===== config.mk =====
export PLATFORM = sky130hd
export DESIGN_NAME = control_sequencer_flat
export DESIGN_NICKNAME = d
export VERILOG_FILES = /design/src/rtl/control_sequencer_if.sv /design/src/rtl/control_sequencer.sv /design/src/flat_wrapper.sv
export SDC_FILE = /design/constraint.sdc
export NUM_CORES = 1
export LEC_CHECK = 0
export ABC_AREA = 1
export BUFFER_PORTS_ARGS = -buffer_cell sky130_fd_sc_hd__buf_2
export CORE_MARGIN = 2
export CORE_UTILIZATION = 39
export DETAILED_ROUTE_END_ITERATION = 12
export PLACE_DENSITY = 0.95
export RECOVER_POWER = 100
export SLEW_MARGIN = 25
export SYNTH_ARGS = -nofsm -noshare
export SYNTH_HDL_FRONTEND = slang
export SYNTH_SLANG_ARGS = --single-unit

===== constraint.sdc =====
create_clock -name clock -period 3.6 [get_ports clock]
set_input_delay 0.72 -clock clock [delete_from_list [all_inputs] [get_ports clock]]
set_output_delay 0.72 -clock clock [all_outputs]
set_load 0.03 [all_outputs]

===== src/rtl/control_sequencer_if.sv =====
// control_sequencer_if: groups the instruction, memory handshake, halt request
// and every control strobe exchanged between the control sequencer and the
// datapath.
//   master : the sequencer side (reads IR/mem_ready/stop, drives all strobes)
//   slave  : the datapath side (drives IR/mem_ready/stop, reads all strobes)
interface control_sequencer_if;
  logic [31:0] IR;
  logic        mem_ready;
  logic        stop;

  // Bus drive enables
  logic        PCout;
  logic        ZMuxOut;
  logic        MDRout;
  logic        Cout;
  // Register load enables
  logic        MARin;
  logic        PCin;
  logic        MDRin;
  logic        IRin;
  logic        Yin;
  logic        HIin;
  logic        LOin;
  // Miscellaneous controls
  logic        IncPC;
  logic        Read;
  logic        ALUin;
  logic        ZMuxEnbale;
  logic        ZSelect;
  logic [15:0] Rout;
  logic [15:0] Rin;
  logic [4:0]  aluControl;
  logic [31:0] C_sext;
  logic        run;
  logic        illegal;

  modport master (
    input  IR, mem_ready, stop,
    output PCout, ZMuxOut, MDRout, Cout, MARin, PCin, MDRin, IRin, Yin, HIin, LOin,
           IncPC, Read, ALUin, ZMuxEnbale, ZSelect, Rout, Rin, aluControl, C_sext,
           run, illegal
  );

  modport slave (
    output IR, mem_ready, stop,
    input  PCout, ZMuxOut, MDRout, Cout, MARin, PCin, MDRin, IRin, Yin, HIin, LOin,
           IncPC, Read, ALUin, ZMuxEnbale, ZSelect, Rout, Rin, aluControl, C_sext,
           run, illegal
  );
endinterface


===== src/rtl/control_sequencer.sv =====
// control_sequencer: hardwired multi-cycle control unit. Steps each instruction
// through fetch (T0-T2), operand read (T3), ALU operation (T4) and writeback
// (T5, plus T6 for the high word of mul/div), and drives the datapath strobes.
// Ports:
//   clock : sole clock, rising edge
//   clear : asynchronous active-high reset; forces RST and all strobes low
//   bus   : control_sequencer_if.master -- IR, mem_ready, stop in; strobes,
//           register selects, aluControl, C_sext, run and illegal out
module control_sequencer (
  input logic                 clock,
  input logic                 clear,
  control_sequencer_if.master bus
);

  typedef enum logic [3:0] {
    StRst, StT0, StT1, StT2, StT3, StT4, StT5, StT6, StHalt
  } state_t;

  state_t stateQ, stateD;

  logic [4:0] opcode;
  logic [3:0] ra, rb, rc;
  logic       isRType, isImm, isMulDiv, isNop, isHalt;

  assign opcode   = bus.IR[31:27];
  assign ra       = bus.IR[26:23];
  assign rb       = bus.IR[22:19];
  assign rc       = bus.IR[18:15];

  assign isRType  = (opcode <= 5'd8);
  assign isImm    = (opcode == 5'd12) || (opcode == 5'd13) || (opcode == 5'd14);
  assign isMulDiv = (opcode == 5'd15) || (opcode == 5'd16);
  assign isNop    = (opcode == 5'd26);
  assign isHalt   = (opcode == 5'd27);

  // Immediate field is always available to the datapath, independent of state.
  assign bus.C_sext = {{13{bus.IR[18]}}, bus.IR[18:0]};

  always_ff @(posedge clock or posedge clear) begin
    if (clear) begin
      stateQ <= StRst;
    end else begin
      stateQ <= stateD;
    end
  end

  always_comb begin
    stateD         = stateQ;
    bus.PCout      = 1'b0;
    bus.ZMuxOut    = 1'b0;
    bus.MDRout     = 1'b0;
    bus.Cout       = 1'b0;
    bus.MARin      = 1'b0;
    bus.PCin       = 1'b0;
    bus.MDRin      = 1'b0;
    bus.IRin       = 1'b0;
    bus.Yin        = 1'b0;
    bus.HIin       = 1'b0;
    bus.LOin       = 1'b0;
    bus.IncPC      = 1'b0;
    bus.Read       = 1'b0;
    bus.ALUin      = 1'b0;
    bus.ZMuxEnbale = 1'b0;
    bus.ZSelect    = 1'b0;
    bus.Rout       = 16'h0000;
    bus.Rin        = 16'h0000;
    bus.aluControl = 5'b00000;
    bus.run        = 1'b0;
    bus.illegal    = 1'b0;

    unique case (stateQ)
      StRst: begin
        stateD = StT0;
      end
      StT0: begin
        bus.run   = 1'b1;
        bus.PCout = 1'b1;
        bus.MARin = 1'b1;
        bus.IncPC = 1'b1;
        bus.ALUin = 1'b1;
        stateD    = StT1;
      end
      StT1: begin
        bus.run        = 1'b1;
        bus.ZMuxEnbale = 1'b1;
        bus.ZMuxOut    = 1'b1;
        bus.Read       = 1'b1;
        // Loads gated by mem_ready so a stall never reloads PC or MDR.
        bus.PCin       = bus.mem_ready;
        bus.MDRin      = bus.mem_ready;
        if (bus.mem_ready) begin
          stateD = StT2;
        end
      end
      StT2: begin
        bus.run    = 1'b1;
        bus.MDRout = 1'b1;
        bus.IRin   = 1'b1;
        stateD     = StT3;
      end
      StT3: begin
        bus.run  = 1'b1;
        bus.Rout = 16'h0001 << rb;
        bus.Yin  = 1'b1;
        if (isRType || isImm || isMulDiv) begin
          stateD = StT4;
        end else if (isHalt) begin
          stateD = StHalt;
        end else begin
          bus.illegal = !isNop;
          stateD      = StT0;
        end
      end
      StT4: begin
        bus.run   = 1'b1;
        bus.ALUin = 1'b1;
        if (isImm) begin
          bus.Cout = 1'b1;
          unique case (opcode)
            5'd13:   bus.aluControl = 5'b00010;
            5'd14:   bus.aluControl = 5'b00011;
            default: bus.aluControl = 5'b00000;
          endcase
        end else begin
          bus.Rout       = 16'h0001 << rc;
          bus.aluControl = opcode;
        end
        stateD = StT5;
      end
      StT5: begin
        bus.run        = 1'b1;
        bus.ZMuxEnbale = 1'b1;
        bus.ZMuxOut    = 1'b1;
        if (isMulDiv) begin
          bus.LOin = 1'b1;
          stateD   = StT6;
        end else begin
          bus.Rin = 16'h0001 << ra;
          stateD  = bus.stop ? StHalt : StT0;
        end
      end
      StT6: begin
        bus.run        = 1'b1;
        bus.ZMuxEnbale = 1'b1;
        bus.ZMuxOut    = 1'b1;
        bus.ZSelect    = 1'b1;
        bus.HIin       = 1'b1;
        stateD         = bus.stop ? StHalt : StT0;
      end
      StHalt: begin
        stateD = StHalt;
      end
      default: begin
        stateD = StRst;
      end
    endcase
  end

endmodule

===== src/flat_wrapper.sv =====
// flat-port wrapper written by rule: the top's interface ports become plain ports
module control_sequencer_flat 
  (clock, clear, bus_IR, bus_mem_ready, bus_stop, bus_PCout, bus_ZMuxOut, bus_MDRout, bus_Cout, bus_MARin, bus_PCin, bus_MDRin, bus_IRin, bus_Yin, bus_HIin, bus_LOin, bus_IncPC, bus_Read, bus_ALUin, bus_ZMuxEnbale, bus_ZSelect, bus_Rout, bus_Rin, bus_aluControl, bus_C_sext, bus_run, bus_illegal);
  control_sequencer_if bus_i ();
  input logic clock;
  input logic clear;
  input wire logic [$bits(bus_i.IR)-1:0] bus_IR;
  input wire logic [$bits(bus_i.mem_ready)-1:0] bus_mem_ready;
  input wire logic [$bits(bus_i.stop)-1:0] bus_stop;
  output wire logic [$bits(bus_i.PCout)-1:0] bus_PCout;
  output wire logic [$bits(bus_i.ZMuxOut)-1:0] bus_ZMuxOut;
  output wire logic [$bits(bus_i.MDRout)-1:0] bus_MDRout;
  output wire logic [$bits(bus_i.Cout)-1:0] bus_Cout;
  output wire logic [$bits(bus_i.MARin)-1:0] bus_MARin;
  output wire logic [$bits(bus_i.PCin)-1:0] bus_PCin;
  output wire logic [$bits(bus_i.MDRin)-1:0] bus_MDRin;
  output wire logic [$bits(bus_i.IRin)-1:0] bus_IRin;
  output wire logic [$bits(bus_i.Yin)-1:0] bus_Yin;
  output wire logic [$bits(bus_i.HIin)-1:0] bus_HIin;
  output wire logic [$bits(bus_i.LOin)-1:0] bus_LOin;
  output wire logic [$bits(bus_i.IncPC)-1:0] bus_IncPC;
  output wire logic [$bits(bus_i.Read)-1:0] bus_Read;
  output wire logic [$bits(bus_i.ALUin)-1:0] bus_ALUin;
  output wire logic [$bits(bus_i.ZMuxEnbale)-1:0] bus_ZMuxEnbale;
  output wire logic [$bits(bus_i.ZSelect)-1:0] bus_ZSelect;
  output wire logic [$bits(bus_i.Rout)-1:0] bus_Rout;
  output wire logic [$bits(bus_i.Rin)-1:0] bus_Rin;
  output wire logic [$bits(bus_i.aluControl)-1:0] bus_aluControl;
  output wire logic [$bits(bus_i.C_sext)-1:0] bus_C_sext;
  output wire logic [$bits(bus_i.run)-1:0] bus_run;
  output wire logic [$bits(bus_i.illegal)-1:0] bus_illegal;
  assign bus_i.IR = bus_IR;
  assign bus_i.mem_ready = bus_mem_ready;
  assign bus_i.stop = bus_stop;
  assign bus_PCout = bus_i.PCout;
  assign bus_ZMuxOut = bus_i.ZMuxOut;
  assign bus_MDRout = bus_i.MDRout;
  assign bus_Cout = bus_i.Cout;
  assign bus_MARin = bus_i.MARin;
  assign bus_PCin = bus_i.PCin;
  assign bus_MDRin = bus_i.MDRin;
  assign bus_IRin = bus_i.IRin;
  assign bus_Yin = bus_i.Yin;
  assign bus_HIin = bus_i.HIin;
  assign bus_LOin = bus_i.LOin;
  assign bus_IncPC = bus_i.IncPC;
  assign bus_Read = bus_i.Read;
  assign bus_ALUin = bus_i.ALUin;
  assign bus_ZMuxEnbale = bus_i.ZMuxEnbale;
  assign bus_ZSelect = bus_i.ZSelect;
  assign bus_Rout = bus_i.Rout;
  assign bus_Rin = bus_i.Rin;
  assign bus_aluControl = bus_i.aluControl;
  assign bus_C_sext = bus_i.C_sext;
  assign bus_run = bus_i.run;
  assign bus_illegal = bus_i.illegal;
  control_sequencer u_core (.clock(clock), .clear(clear), .bus(bus_i));
endmodule

Word-level counts from Yosys, hierarchy flattened
Cells that the tools add are included.
- register bits: 4
- bits of input ports: 36
- logic and storage cells: 60
- $lt $le $gt $ge: 1
- equality and inequality tests: 16
- shift operators: 3
- multiplexer cells: 29
- reductions and logical operators: 10
- operators with widths (cell ; number):
    16-bit two-way mux ; 3
    1-bit by 4-bit left shift with 16-bit output (first input constant) ; 3
    4-bit one-hot mux with 9 select lines ; 1
    16-bit one-hot mux with 2 select lines ; 1
    5-bit by 4-bit == test with 1-bit output (second input constant) ; 4
    4-bit two-way mux ; 5
    4-bit by 3-bit == test with 1-bit output (second input constant) ; 4
    1-bit two-way mux ; 16
    5-bit == test (second input constant) ; 3
    5-bit two-way mux ; 2
    4-bit by 2-bit == test with 1-bit output (second input constant) ; 2
    7-bit OR reduction ; 1
    5-bit by 4-bit <= comparator with 1-bit output (second input constant) ; 1
    1-bit logical OR ; 5
    4-bit by 1-bit == test with 1-bit output (second input constant) ; 1
    4-bit == test (second input constant) ; 1
    4-bit zero test ; 1
    2-bit one-hot mux with 2 select lines ; 1
    3-bit OR reduction ; 1
    2-bit inequality test (second input constant) ; 1
    2-bit OR reduction ; 1
    1-bit zero test ; 1

Depth between registers and ports, before layout
- word-level depth: 7
- depth in mapped cells: 8
- mapped depth without buffers: 8

Least setup slack after synthesis
OpenSTA, ideal clock, no wires.
- path kind: reg2out
- start point: reg u_core.stateQ[3]
- end point: out bus_PCin
- arrival: 1963 ps
- data required time: 2880 ps
- setup slack: 917 ps
- stages on the path, launching flop included: 7
- path through: dfrtp_1 -> nor2_1 -> nand2_1 -> nor2_1 -> inv_1 -> nor2_1 -> buf_4
- cells in the longest elaborated chain, start to end: 2
- ends and longest elaborated chain (item ; line ; RTL):
    start: declaration ; control_sequencer.sv:19 ; state_t stateQ, stateD;
    start signal: assignment ; control_sequencer.sv:41 ; stateQ <= StRst;
    start signal: assignment ; control_sequencer.sv:43 ; stateQ <= stateD;
    4-bit by 2-bit == test with 1-bit output ; - ;
    1-bit two-way mux ; - ;
    end: declaration ; flat_wrapper.sv:15 ; output wire logic [$bits(bus_i.PCin)-1:0] bus_PCin;
Every way passes these cells.

Final worst setup path
- start point: in bus_IR[28]
- end point: out bus_Rin[5]
- cells in the longest elaborated chain, start to end: 4
- elaborated cells between the ends (all ways): 5
- those cells by class: 2 x eq/ne; 2 x mux; 1 x reduce/logical
- ends and longest elaborated chain (item ; line ; RTL):
    start: declaration ; flat_wrapper.sv:7 ; input wire logic [$bits(bus_i.IR)-1:0] bus_IR;
    5-bit by 4-bit == test with 1-bit output or 5-bit == test (tied branches) ; control_sequencer.sv:32 ; assign isMulDiv = (opcode == 5'd15) || (opcode == 5'd16);
    1-bit logical OR * ; control_sequencer.sv:32 ;
    16-bit two-way mux * ; control_sequencer.sv:134 ; if (isMulDiv) begin
    16-bit two-way mux * ; control_sequencer.sv:71 ; unique case (stateQ)
    end: declaration ; flat_wrapper.sv:27 ; output wire logic [$bits(bus_i.Rin)-1:0] bus_Rin;
Mark *: on every way between the ends. The rest lies on a longest branch, timed or not.

==> flow_summary.json <==
{
  "dieWidth_um": 59.90,
  "drive_gt1_frac": 0.1538,
  "max_capacitance_violation_total": 0,
  "wire_length_of_the_first_global_routing_pass_um": 4705,
  "cts_hold_repair.buffers": 0,
  "startpoint_of_the_most_critical_register_to_register_path": "u_core.stateQ[1]$_DFFE_PP0P_",
  "via_count_of_the_first_global_routing_pass": 1174,
  "layout.cells.most_common": "sky130_fd_sc_hd__clkbuf_1",
  "cts_post_setup_buffers_inserted": 0,
  "drv_slew": 0,
  "synth.area.top_cells": "sky130_fd_sc_hd__buf_4, sky130_fd_sc_hd__nand2_1, sky130_fd_sc_hd__nor2_1",
  "biggestRegsByFlops": "u_core.stateQ (4)",
  "startpoint_type": "primary input",
  "routed_wirelength_um": 3240,
  "clock_tree.buffer_depth": 2,
  "clk_pin_slew_worst_paths_ns": 0.04,
  "clock_skew_ns": 0.002933,
  "route.vias.total": 1514,
  "synth.ff_latch_count": 4,
  "path_cells": "buf_2, nand2_1, inv_2, nand3_1, nand2_1, inv_1, nand3b_4, nor2_1, clkbuf_1",
  "fp.coreArea_um2": 3003,
  "starting_density": 0.4058,
  "total_power_per_unit_cell_area_nw_per_um2": 485.1,
  "initial_antenna_violation_count": 0,
  "timing.max_slew.rel_slack": 0.7329,
  "tritoncts": "yes",
  "final.period_utilization": 0.7563,
  "post_synth_inst_count": 216,
  "total_number_of_yosys_warnings": 0,
  "synth-adder-area-share": 0,
  "floorplan.rows": 20,
  "critPathRequiredTime_ns": 2.88,
  "drt-pass1-iter-count": 4,
  "top_register": "u_core.stateQ",
  "synth_area_um2": 1219,
  "unrepaired_setup_endpoints_after_global_routing": "false",
  "synth_compound_area_frac": 0.1006,
  "report.final.hold_viol_count": 0,
  "most_used_cell_cp": "sky130_fd_sc_hd__nand2_1",
  "cts_root_buf": "sky130_fd_sc_hd__clkbuf_4",
  "worst_path_largest_cell_delay_ns": 0.34,
  "synth_top_family_by_area": "simple AND/OR/NAND/NOR gates",
  "final-setup-viol-count": 0,
  "yosys.area_share.xor_xnor": 0,
  "placement.io_buffers": 92,
  "synth.lib_cells_used.distinct": 21,
  "globalRouteOverflowTotal": 0,
  "syn_area_per_cell_um2": 5.642,
  "worstHoldPathType": "primary input to async pin",
  "muxShareOfSynthArea": 0,
  "synth-seq-area-share": 0.08214,
  "worstSkewPairLatency_ns": 0.24,
  "critPathBufInv": 4,
  "post_cts_resize_count": 0,
  "crit_path_start": "bus_IR[28]",
  "post-dp-hpwl_um": 2709,
  "place_congestion": 0.8770,
  "timing_worst_setup_path_type": "primary input to primary output",
  "peak_ir_drop_on_the_vdd_network_mv": 0.1390,
  "nets": 311,
  "grt_max_degree": 17,
  "post-route-drc-count": 0,
  "critical_path.max_fanout": 8,
  "mostFrequentLayoutCells": "sky130_fd_sc_hd__clkbuf_1, sky130_fd_sc_hd__nor2_1, sky130_fd_sc_hd__nand2_1",
  "final_period_minus_worst_setup_slack_ns": 2.723,
  "status": "finished clean",
  "total_leakage_power_nw": 0.6341,
  "max_freq_mhz": 367.3,
  "detail_route.iter0.violations": 89,
  "worstMarginPinSlew_ns": 0.4023,
  "grt_usage": 0.1686,
  "num_io_pins": 123,
  "antenna_left": 0,
  "yosys.area.top_type_share": 0.2341,
  "data_arrival_at_the_endpoint_of_the_critical_path_ns": 2.00,
  "cts_htree_levels": 1,
  "synth_largest_area_cell": "sky130_fd_sc_hd__buf_4",
  "n_antenna_cell": 0,
  "syn2layout_area_growth_pct": 11.81,
  "vias_per_instance": 4.948,
  "critical_path.top_delay_family": "buffers and inverters",
  "die_height_um": 59.90,
  "setup.worst_path.end_class": "primary output",
  "cts_made_buffers": 3,
  "die_area_um2": 3588,
  "largest_register_ff_count": 4,
  "yosys.area_share.simple": 0.4723,
  "average_routed_wire_per_standard_cell_um": 10.59,
  "cts_sink_count": 4,
  "fin_setup_tns_ns": 0,
  "timing.critical_path.slowest_stage_cell": "sky130_fd_sc_hd__clkbuf_1",
  "total_power_mw": 0.6610,
  "synth.net_count": 252
}
==> metrics by stage <==
step           hold WS, ns  instances  setup slack, ns  cell area (µm²)    util
2_1_floorplan       0.4861        216           0.9169             1219       -
5_1_grt             0.3493        306           0.7342             1363  0.4538
6_report            0.3575        306           0.8774             1363  0.4538
3_3_place_gp        0.6058        303            1.161             1435  0.4779
3_5_place_dp        0.6043        303            1.122             1435  0.4779
4_1_cts             0.3537        306            1.109             1458  0.4854
==> worst register-to-register path, cell delays in order (launching register included) <==
cell and delay (ns):
sky130_fd_sc_hd__dfrtp_1 0.39, sky130_fd_sc_hd__inv_1 0.12, sky130_fd_sc_hd__nand2_1 0.11, sky130_fd_sc_hd__nor2_1 0.19, sky130_fd_sc_hd__inv_1 0.17, sky130_fd_sc_hd__nand2_1 0.10, sky130_fd_sc_hd__nor2_1 0.04, sky130_fd_sc_hd__nand2_1 0.06
==> cell usage after synthesis <==
cell type,instances
sky130_fd_sc_hd__inv_1,29
sky130_fd_sc_hd__nand3_1,18
sky130_fd_sc_hd__nand3b_4,1
sky130_fd_sc_hd__nand4_1,3
sky130_fd_sc_hd__a21oi_1,1
sky130_fd_sc_hd__nand2_1,37
sky130_fd_sc_hd__nor2_2,2
sky130_fd_sc_hd__dfrtp_1,4
sky130_fd_sc_hd__nand3_4,2
sky130_fd_sc_hd__inv_2,7
sky130_fd_sc_hd__nor3_1,7
sky130_fd_sc_hd__nand3_2,1
sky130_fd_sc_hd__nor2_1,37
sky130_fd_sc_hd__buf_4,38
sky130_fd_sc_hd__o21ai_1,3
sky130_fd_sc_hd__o21ai_0,5
sky130_fd_sc_hd__o22ai_1,10
sky130_fd_sc_hd__nand2_2,5
sky130_fd_sc_hd__o21a_1,1
sky130_fd_sc_hd__nor2_4,4
sky130_fd_sc_hd__a211oi_1,1
==> cells by family (layout without fill, tap and decap cells) <==
logic type / Yosys count / count (layout)
compound gates: 21 / 21
buf+inv: 74 / 131
flops: 4 / 4
simple gates: 117 / 117
==> final timing paths <==
path / endpoint / slack [ns] / depth (start not counted)
worst max-delay path: bus_Rin[5] / 0.88 / 9
worst min-delay path: u_core.stateQ[0]$_DFFE_PP0P_ / 0.36 / 2
worst max register to register: u_core.stateQ[2]$_DFFE_PP0P_ / 2.36 / 7
worst min register to register: u_core.stateQ[3]$_DFFE_PP0P_ / 0.67 / 2
max in group asynchronous: u_core.stateQ[2]$_DFFE_PP0P_ / 3.09 / 2
min in group clock: u_core.stateQ[3]$_DFFE_PP0P_ / 0.67 / 2
==> per-layer routing <==
layer	global-route usage	routed length, µm
met1	0.2247	1385
met2	0.2624	1505
met3	0.01948	289
met4	0.09206	59
met5	0	0
==> cell type report <==
| type | count | area (µm²) |
|---|---|---|
| Tap cell | 33 | 41.29 |
| Multi-Input combinational cell | 138 | 693.2 |
| Fill cell | 353 | 1640 |
| Clock buffer | 3 | 22.52 |
| Timing Repair Buffer | 92 | 370.4 |
| Inverter | 36 | 135.1 |
| Sequential cell | 4 | 100.1 |
==> report_power, final <==
part	internal (mW)	switching, mW	leakage [nW]	total, mW
combinational	0.115	0.405	0.569	0.520
clock	0.0373	0.0180	0.0138	0.0553
sequential	0.0641	0.0212	0.0512	0.0853
No activity file was read; power rests on OpenSTA's default activity.
